## src/rtl/rng_arb_pkg.sv

```systemverilog
// Shared types and helpers for the rng range arbiter.
package rng_arb_pkg;

    typedef enum logic [0:0] {
        IDLE = 1'b0,
        BUSY = 1'b1
    } arb_state_e;

    // Round-robin increment that wraps at n, so non-power-of-2 counts work.
    function automatic int unsigned rr_next(input int unsigned ptr, input int unsigned n);
        int unsigned nxt;
        nxt = ptr + 32'd1;
        if (nxt >= n) begin
            nxt = 32'd0;
        end else begin
            nxt = ptr + 32'd1;
        end
        return nxt;
    endfunction

endpackage

```

## src/rtl/rng_arb_chk.sv

```systemverilog
// Protocol and structural checks for rng_arb.
module rng_arb_chk #(
    parameter int NUM_REQ    = 4,
    parameter int W_CFG      = 48,
    parameter int W_DOUT     = 17,
    parameter int W_ID       = 2,
    parameter int W_CFG_PORT = 48,
    parameter int W_DO_PORT  = 19
) (
    input logic                   clk,
    input logic                   rst,
    input logic                   busy,
    input logic [W_ID-1:0]        grant,
    input logic [NUM_REQ-1:0]     cfg_in_valid,
    input logic [NUM_REQ-1:0]     cfg_in_ready,
    input logic                   dout_valid,
    input logic [W_ID+W_DOUT-1:0] dout_data
);

    logic hold_q;
    logic hold_d;

    // Granted requester is showing valid without ready: it must keep valid next cycle.
    always_comb begin
        hold_d = busy & cfg_in_valid[grant] & ~cfg_in_ready[grant];
    end

    // Remember an outstanding granted request.
    always_ff @(posedge clk or posedge rst) begin
        if (rst) begin
            hold_q <= 1'b0;
        end else begin
            hold_q <= hold_d;
        end
    end

    a_shape: assert property (@(posedge clk)
        (W_CFG_PORT == W_CFG) && (W_DO_PORT == W_ID + W_DOUT) && (NUM_REQ >= 2));

    a_valid_hold: assert property (@(posedge clk) disable iff (rst)
        hold_q |-> cfg_in_valid[grant]);

    a_tag: assert property (@(posedge clk) disable iff (rst)
        dout_valid |-> (dout_data[W_ID+W_DOUT-1:W_DOUT] == grant));

endmodule

```

## src/rtl/rr_pick.sv

```systemverilog
// Combinational round-robin picker: first set req bit at ptr, ptr+1, ... (mod N).
module rr_pick #(
    parameter int N = 4,
    parameter int W = $clog2(N)
) (
    input  logic [N-1:0] req,
    input  logic [W-1:0] ptr,
    output logic [W-1:0] idx,
    output logic         any
);

    localparam int unsigned N_U = N;

    // Scan from the farthest offset back to ptr so the nearest requester wins.
    always_comb begin
        int unsigned  cand;
        logic [W-1:0] cidx;
        cand = 32'd0;
        cidx = '0;
        idx  = '0;
        any  = |req;
        for (int unsigned k = N_U; k > 32'd0; k--) begin
            cand = 32'(ptr) + k - 32'd1;
            cand = (cand >= N_U) ? (cand - N_U) : cand;
            cidx = W'(cand);
            idx  = req[cidx] ? cidx : idx;
        end
    end

endmodule

```

## src/rtl/rng_arb.sv

```systemverilog
// Shares one rng between NUM_REQ requesters; grant is held from cfg forward to the eot beat.
module rng_arb
    import rng_arb_pkg::*;
#(
    parameter  int NUM_REQ = 4,
    parameter  int W_CFG   = 48,
    parameter  int W_DOUT  = 17,
    localparam int W_ID    = $clog2(NUM_REQ)
) (
    input  logic                            clk,
    input  logic                            rst,
    input  logic [NUM_REQ-1:0]              cfg_in_valid,
    output logic [NUM_REQ-1:0]              cfg_in_ready,
    input  logic [NUM_REQ-1:0][W_CFG-1:0]   cfg_in_data,
    output logic                            cfg_out_valid,
    input  logic                            cfg_out_ready,
    output logic [W_CFG-1:0]                cfg_out_data,
    input  logic                            rng_in_valid,
    output logic                            rng_in_ready,
    input  logic [W_DOUT-1:0]               rng_in_data,
    output logic                            dout_valid,
    input  logic                            dout_ready,
    output logic [W_ID+W_DOUT-1:0]          dout_data
);

    arb_state_e      state_q, state_d;
    logic [W_ID-1:0] grant_q, grant_d;
    logic [W_ID-1:0] rr_ptr_q, rr_ptr_d;
    logic [W_ID-1:0] pick_idx;
    logic            pick_any;
    logic            eot_hs;

    rr_pick #(.N(NUM_REQ), .W(W_ID)) u_pick (
        .req (cfg_in_valid),
        .ptr (rr_ptr_q),
        .idx (pick_idx),
        .any (pick_any)
    );

    // Next state: arbitrate in IDLE (the one-cycle bubble), release on the eot handshake.
    always_comb begin
        state_d  = state_q;
        grant_d  = grant_q;
        rr_ptr_d = rr_ptr_q;
        eot_hs   = rng_in_valid & dout_ready & rng_in_data[W_DOUT-1];
        case (state_q)
            IDLE: begin
                if (pick_any) begin
                    state_d = BUSY;
                    grant_d = pick_idx;
                end else begin
                    state_d = IDLE;
                end
            end
            BUSY: begin
                if (eot_hs) begin
                    state_d  = IDLE;
                    rr_ptr_d = W_ID'(rr_next(32'(grant_q), NUM_REQ));
                end else begin
                    state_d = BUSY;
                end
            end
            default: begin
                state_d = IDLE;
            end
        endcase
    end

    // Channel steering: only the granted requester sees the rng, everything idles otherwise.
    always_comb begin
        cfg_in_ready  = '0;
        cfg_out_valid = 1'b0;
        cfg_out_data  = '0;
        rng_in_ready  = 1'b0;
        dout_valid    = 1'b0;
        dout_data     = '0;
        case (state_q)
            BUSY: begin
                cfg_out_valid         = cfg_in_valid[grant_q];
                cfg_out_data          = cfg_in_data[grant_q];
                cfg_in_ready[grant_q] = cfg_out_ready;
                dout_valid            = rng_in_valid;
                dout_data             = {grant_q, rng_in_data};
                rng_in_ready          = dout_ready;
            end
            IDLE: begin
                cfg_out_valid = 1'b0;
            end
            default: begin
                cfg_out_valid = 1'b0;
            end
        endcase
    end

    // Arbiter state registers.
    always_ff @(posedge clk or posedge rst) begin
        if (rst) begin
            state_q  <= IDLE;
            grant_q  <= '0;
            rr_ptr_q <= '0;
        end else begin
            state_q  <= state_d;
            grant_q  <= grant_d;
            rr_ptr_q <= rr_ptr_d;
        end
    end

    rng_arb_chk #(
        .NUM_REQ    (NUM_REQ),
        .W_CFG      (W_CFG),
        .W_DOUT     (W_DOUT),
        .W_ID       (W_ID),
        .W_CFG_PORT ($bits(cfg_out_data)),
        .W_DO_PORT  ($bits(dout_data))
    ) u_chk (
        .clk          (clk),
        .rst          (rst),
        .busy         (state_q == BUSY),
        .grant        (grant_q),
        .cfg_in_valid (cfg_in_valid),
        .cfg_in_ready (cfg_in_ready),
        .dout_valid   (dout_valid),
        .dout_data    (dout_data)
    );

endmodule

```

## config.mk

```make
export PLATFORM = sky130hd
export DESIGN_NAME = rng_arb
export DESIGN_NICKNAME = d
export VERILOG_FILES = /design/src/rtl/rng_arb_pkg.sv /design/src/rtl/rng_arb_chk.sv /design/src/rtl/rr_pick.sv /design/src/rtl/rng_arb.sv
export SDC_FILE = /design/constraint.sdc
export NUM_CORES = 1
export LEC_CHECK = 0
export CAP_MARGIN = 20
export CELL_PAD_IN_SITES_DETAIL_PLACEMENT = 0
export CELL_PAD_IN_SITES_GLOBAL_PLACEMENT = 1
export CORE_ASPECT_RATIO = 0.9
export CORE_MARGIN = 1.5
export CORE_UTILIZATION = 17
export CTS_BUF_LIST = sky130_fd_sc_hd__clkbuf_2
export DETAILED_ROUTE_END_ITERATION = 8
export GPL_TIMING_DRIVEN = 0
export PLACE_DENSITY = 0.95
export RECOVER_POWER = 25
export SLEW_MARGIN = 20
export SYNTH_ARGS = -nofsm -noshare
export SYNTH_HDL_FRONTEND = slang
export SYNTH_SLANG_ARGS = --single-unit
```

## constraint.sdc

```tcl
create_clock -name clk -period 4.1 [get_ports clk]
set_input_delay 1.23 -clock clk [delete_from_list [all_inputs] [get_ports clk]]
set_output_delay 1.23 -clock clk [all_outputs]
set_load 0.05 [all_outputs]
```

* Yosys cells after proc, flatten, opt, wreduce, memory -nomap -nowiden *
Index checks and enable logic that the tools add are counted.
W data, S select, Z words.

word-level totals
  register bits = 5
  logic and storage cells = 67
  output and inout bits = 74
  input port bits = 218

cells by class
  multiplexer cells = 32
  bitwise logic cells = 4
  reduce and logical (&&, ||, !) cells = 4
  $lt $le $gt $ge = 11
  $add $sub $neg = 13

operators by type and width
  cell                   count
  $ge A32 B3 Y1 const B  4
  $bmux W48 S2           1
  $mux W48               2
  $mux W19               1
  $mux W2                9
  $lt A2 B3 Y1 const B   5
  $sub A3 B1 Y4 const B  3
  $bmux W1 S2            5
  $mux W1                10
  $sub A2 B1 Y2 const B  4
  $add A2 B1 Y3 const B  2
  $add A2 B2 Y3 const B  2
  $sub A4 B1 Y5 const B  1
  $add A2 B3 Y4 const B  1
  $and A4 B4 Y4          1
  $mux W4                1
  $pmux W1 S2            2
  $reduce_and A2 Y1      2
  $reduce_or A4 Y1       1
  $ge A3 B3 Y1 const B   1
  $and A1 B1 Y1          2
  $demux W1 S2           1
  $ge A2 B1 Y1 const B   1
  $logic_and A1 B1 Y1    1
  $not A1 Y1             1

* Longest topological paths before layout *
  depth after elaboration = 10
  depth in mapped cells = 5
  mapped depth without buffers = 3

* By module *
From an unflattened synthesis, not the netlist that was laid out.

unflattened totals
  cells, all modules = 234
  area, all modules = 2052.0 µm²

by module, submodules not included
  module   seq. area each (µm²)  cells each  instances  area each (µm²)
  rng_arb  125.1                 219         1          1970.6
  rr_pick  0.0                   15          1          81.3

* Worst setup path before layout *
Ideal clock, no wire load.

  kind = input port to output port
  start point = input cfg_in_data[144] (netlist name)
  end point = output cfg_out_data[0]
  buffers on the path = 0
  path slack = 0.878 ns
  data arrival time = 1.992 ns
  required time = 2.870 ns
  stages on the path = 2
  cells stage by stage = mux4_2 > and2_1

between the ends
  cells in the longest elaborated chain, start to end = 3

RTL lines
  what                            RTL line       source
  from (decl)                     rng_arb.sv:14  input logic [NUM_REQ-1:0][W_CFG-1:0] cfg_in_data,
  $bmux W48 S2                    rng_arb.sv:80  cfg_out_data = cfg_in_data[grant_q];
  $mux W48 (implied by the code)  rng_arb.sv:80
  $mux W48                        rng_arb.sv:77  case (state_q)
  to (decl)                       rng_arb.sv:17  output logic [W_CFG-1:0] cfg_out_data,

Every way passes these cells. The select of a mux whose other input is x is not followed.

* Final worst setup path *
  start point = input cfg_in_valid[3]
  end point = output cfg_out_valid

between the ends
  cells in the longest elaborated chain, start to end = 3

RTL lines
  what         RTL line       source
  from (decl)  rng_arb.sv:12  input logic [NUM_REQ-1:0] cfg_in_valid,
  $bmux W1 S2  --
  $mux W1      --
  $pmux W1 S2  rng_arb.sv:77
  to (decl)    rng_arb.sv:15  output logic cfg_out_valid,

Every way passes these cells. The select of a mux whose other input is x is not followed.

==> run summary <==
The run finished with clean final reports. After clock tree synthesis, the clock-pin slew on the worst setup and hold paths is 60 ps. The type of the worst min-delay path was flop to flop. Setup repair after global routing left no endpoint under its margin. Wires add up to 11300 µm. The sum of overflow across all layers after global routing is 0. The largest net degree at the start of global routing was 11; the number of enable flip-flop cells after synthesis was 0. Via density per instance: 4.42. Of all nets on the critical path, the largest fanout is 5. The cell row count is 37, and the number of max-cap violations is 0. The count of boundary I/O pins is 292. The top cell type's share of synthesized area works out to 0.540. The most used standard cell by instance count after synthesis is and2_1. 0 antenna diodes ended up in the layout. With fillers left out, the area of the finished cells amounts to 5110 µm². Measured along the x axis, the die boundary spans 119 µm.

The fraction of final layout cells with drive strength greater than 1 is 0.138, and the total number of H-tree levels is 1. The final count of pins violating max slew is 0, and the first-pass iteration count of the detailed router is 4. The areal power density over the cells is 428 nW/µm², and the number of buffers added for setup after CTS is 0. For the remaining number of nets flagged by the antenna check after routing, the log shows 0. The tree built by TritonCTS fans out to 5 sinks.

The CTS root buffer is clkbuf_2. The number of placed instances, taps included, is 623. The logs give 102 for the detailed router's first-iteration violation count and 0 for the DRC violations left. Mean cell area of the mapped netlist: 11.6 µm².

The number of antenna violations at the first check in global routing was 0; the number of buffers added on ports was 291. In this run the static leakage power is 0.00196 µW. TritonCTS built the clock tree.

The run gives 9890 µm as the HPWL reported at the end of detailed placement. The tools report the count of final setup violators as 0. The critical path is of the input port to primary output type. The tools report the type of destination of the critical path as a primary output. STA classifies the critical path startpoint as an input port. The maximum cell stage delay along the critical path works out to 500 ps.

The final cell utilization of the core was 0.442; the data arrival at the endpoint of the critical path was 2820 ps. After synthesis, the netlist uses 25 different library cells. Across the VDD grid, the largest voltage drop is 0.271 mV. The logs give 2040 µm² for the total standard cell area after synthesis and -217 ps for the setup slack after placement. Number of buffers created by CTS: 3.

The share of synthesized area occupied by flip-flops and latches came out at 0.0612. At the end of routability-driven placement, the weighted congestion stood at 0.954. The core region area was 11600 µm²; the minimum clock period after layout was 4050 ps. The number of global-route vias before repair is 2893. For the via count of the routed design, the log shows 2770. Final cell count without fillers: 627.

The fraction of registers with async set/reset works out to 1.00. Total power for the finished layout comes to 2190 µW. Dividing the detail-routed wire length by the instance count gives 18.0 µm. The worst slew slack as a fraction of its limit is 0.607. No sink is reached through more buffers than the 2 on the longest clock path. After synthesis the netlist holds a flip-flop and latch count of 5.

The signal on the critical path passes through clkdlybuf4s50_1 -> mux4_2 -> and2_1 -> dlygate4sd2_1. Number of nets produced by synthesis: 398. Once placement finished, the instance area stood at 5150 µm².

The required time of the worst setup path is 2870 ps. Cell at the slowest stage of the critical path: clkdlybuf4s50_1. Static timing analysis puts the maximum clock frequency at 0.247 GHz. Final hold violation count: 0. The clock reaches the later pin of the worst-skew pair after 230 ps.

For this run, the number of Yosys warnings is 0. The final-stage net count was 694. On the final layout, the worst clock skew is 8.42 ps. The initial cell density of the core came out at 0.177. The run gives 16700 µm as the wire length of the first global-routing pass.

The most used flip-flop cell after synthesis is dfrtp_1. The smallest setup slack after layout is 50.2 ps. From bottom edge to top edge, the die measures 107 µm. Total global-route track usage: 0.166. Ranked by total cell area, the synthesized netlist is headed by mux4_2 54%, and2_1 21%, dfrtp_1 6.1%.

The count of mapped cells out of synthesis is 176. The commonest cells after synthesis are 68 x and2_1, 49 x mux4_2, 9 x clkbuf_1. The die covers 12700 µm². From synthesis to final layout, the design area changed by 150%. The slew of the pin with the lowest slew margin is 588 ps, and the share of the clock period used by the worst path after layout is 0.988. The cell type contributing the most total cell area after synthesis is mux4_2.
-- worst max-delay path: cells and delay by family --
kind          cells  cell delay [ps]
mux               1              500
simple gates      1              160
buf+inv           2              920
-- where the power goes --
group | internal, µW | switching [µW] | leakage [µW] | total (µW)
sequential | 64.9 | 18.8 | 0.0000591 | 83.7
clock | 25.9 | 23.8 | 0.0000166 | 49.7
combinational | 882 | 1170 | 0.00188 | 2060
total | 973 | 1220 | 0.00196 | 2190
-- routing by layer --
| layer | global-route usage | vias to the layer above | routed length, µm | part of all wire |
|---|---|---|---|---|
| met4 | 0.0232 | 0 | 135 | 0.012 |
| met2 | 0.297 | 139 | 5780 | 0.51 |
| met1 | 0.219 | 1341 | 4720 | 0.42 |
| met3 | 0.0239 | 14 | 659 | 0.058 |
| met5 | 0 | - | 0 | 0 |
| li1 | - | 1276 | - | - |
-- kinds of logic (layout without fill, tap and decap cells) --
logic type | Yosys count | in the layout | share of synthesized area
AO/OA/AOI/OAI | 10 | 10 | 0.0325
adder cells (fa/ha/maj) | 4 | 4 | 0.0245
buffers and inverters | 25 | 320 | 0.0882
flip-flops | 5 | 5 | 0.0612
multiplexers | 51 | 51 | 0.551
AND/OR/NAND/NOR | 81 | 81 | 0.243
-- sequential cells by signal, summed over array words and instances, names as in the netlist --
name,cells
grant_q,2
rr_ptr_q,2
state_q,1
-- final cells by class --
type	instances	area, µm²
multi-input cells	146	1740
repair buffers	291	2850
flip-flops and latches	5	125
inverters	5	18.8
clock buffers	4	20.0
fillers	1094	6460
plain buffers	20	161
well taps	156	195
-- stage by stage --
| step | hold slack [ps] | TNS [ps] |
|---|---|---|
| 3_3_place_gp | 527 | -4130 |
| 2_1_floorplan | 485 | 0 |
| 6_report | 557 | 0 |
| 5_1_grt | 616 | 0 |
| 4_1_cts | 554 | 0 |
| 3_5_place_dp | 540 | -4580 |
-- layout by cell type (no fill, tap or decap), drive strengths merged --
cell type        n
o21ai            3
o31ai            1
dlygate4sd2     49
nor2             2
mux4            49
nor4             1
dlygate4sd3     13
a311oi           1
inv              5
a21boi           1
mux2             1
dfrtp            5
nand2            2
o41ai            1
clkbuf          13
a21oi            2
o221ai           1
clkdlybuf4s50  229
nor2b            1
and2            68
mux2i            1
nand4            1
ha               4
nand2b           2
buf             11
and3             4
-- timing repair --
action                                  in CTS  in global routing
gates resized for setup                     49                  0
hold buffers                                 0                  0
endpoints found under the setup margin      49                  0
-- worst paths after layout --
path	from	end	slack, ps	cells past startpoint
max in group asynchronous	rst	grant_q[0]$_DFFE_PP0P_	2570	2
worst max-delay path	cfg_in_valid[3]	cfg_out_valid	50	4
worst min-delay path	rr_ptr_q[0]$_DFFE_PP0P_	rr_ptr_q[0]$_DFFE_PP0P_	560	2
min in group asynchronous	rst	rr_ptr_q[1]$_DFFE_PP0P_	1340	2
worst max register to register	grant_q[1]$_DFFE_PP0P_	rr_ptr_q[1]$_DFFE_PP0P_	2230	5
worst min register to register	rr_ptr_q[0]$_DFFE_PP0P_	rr_ptr_q[0]$_DFFE_PP0P_	560	2
Power figures use the tool's default switching activity.
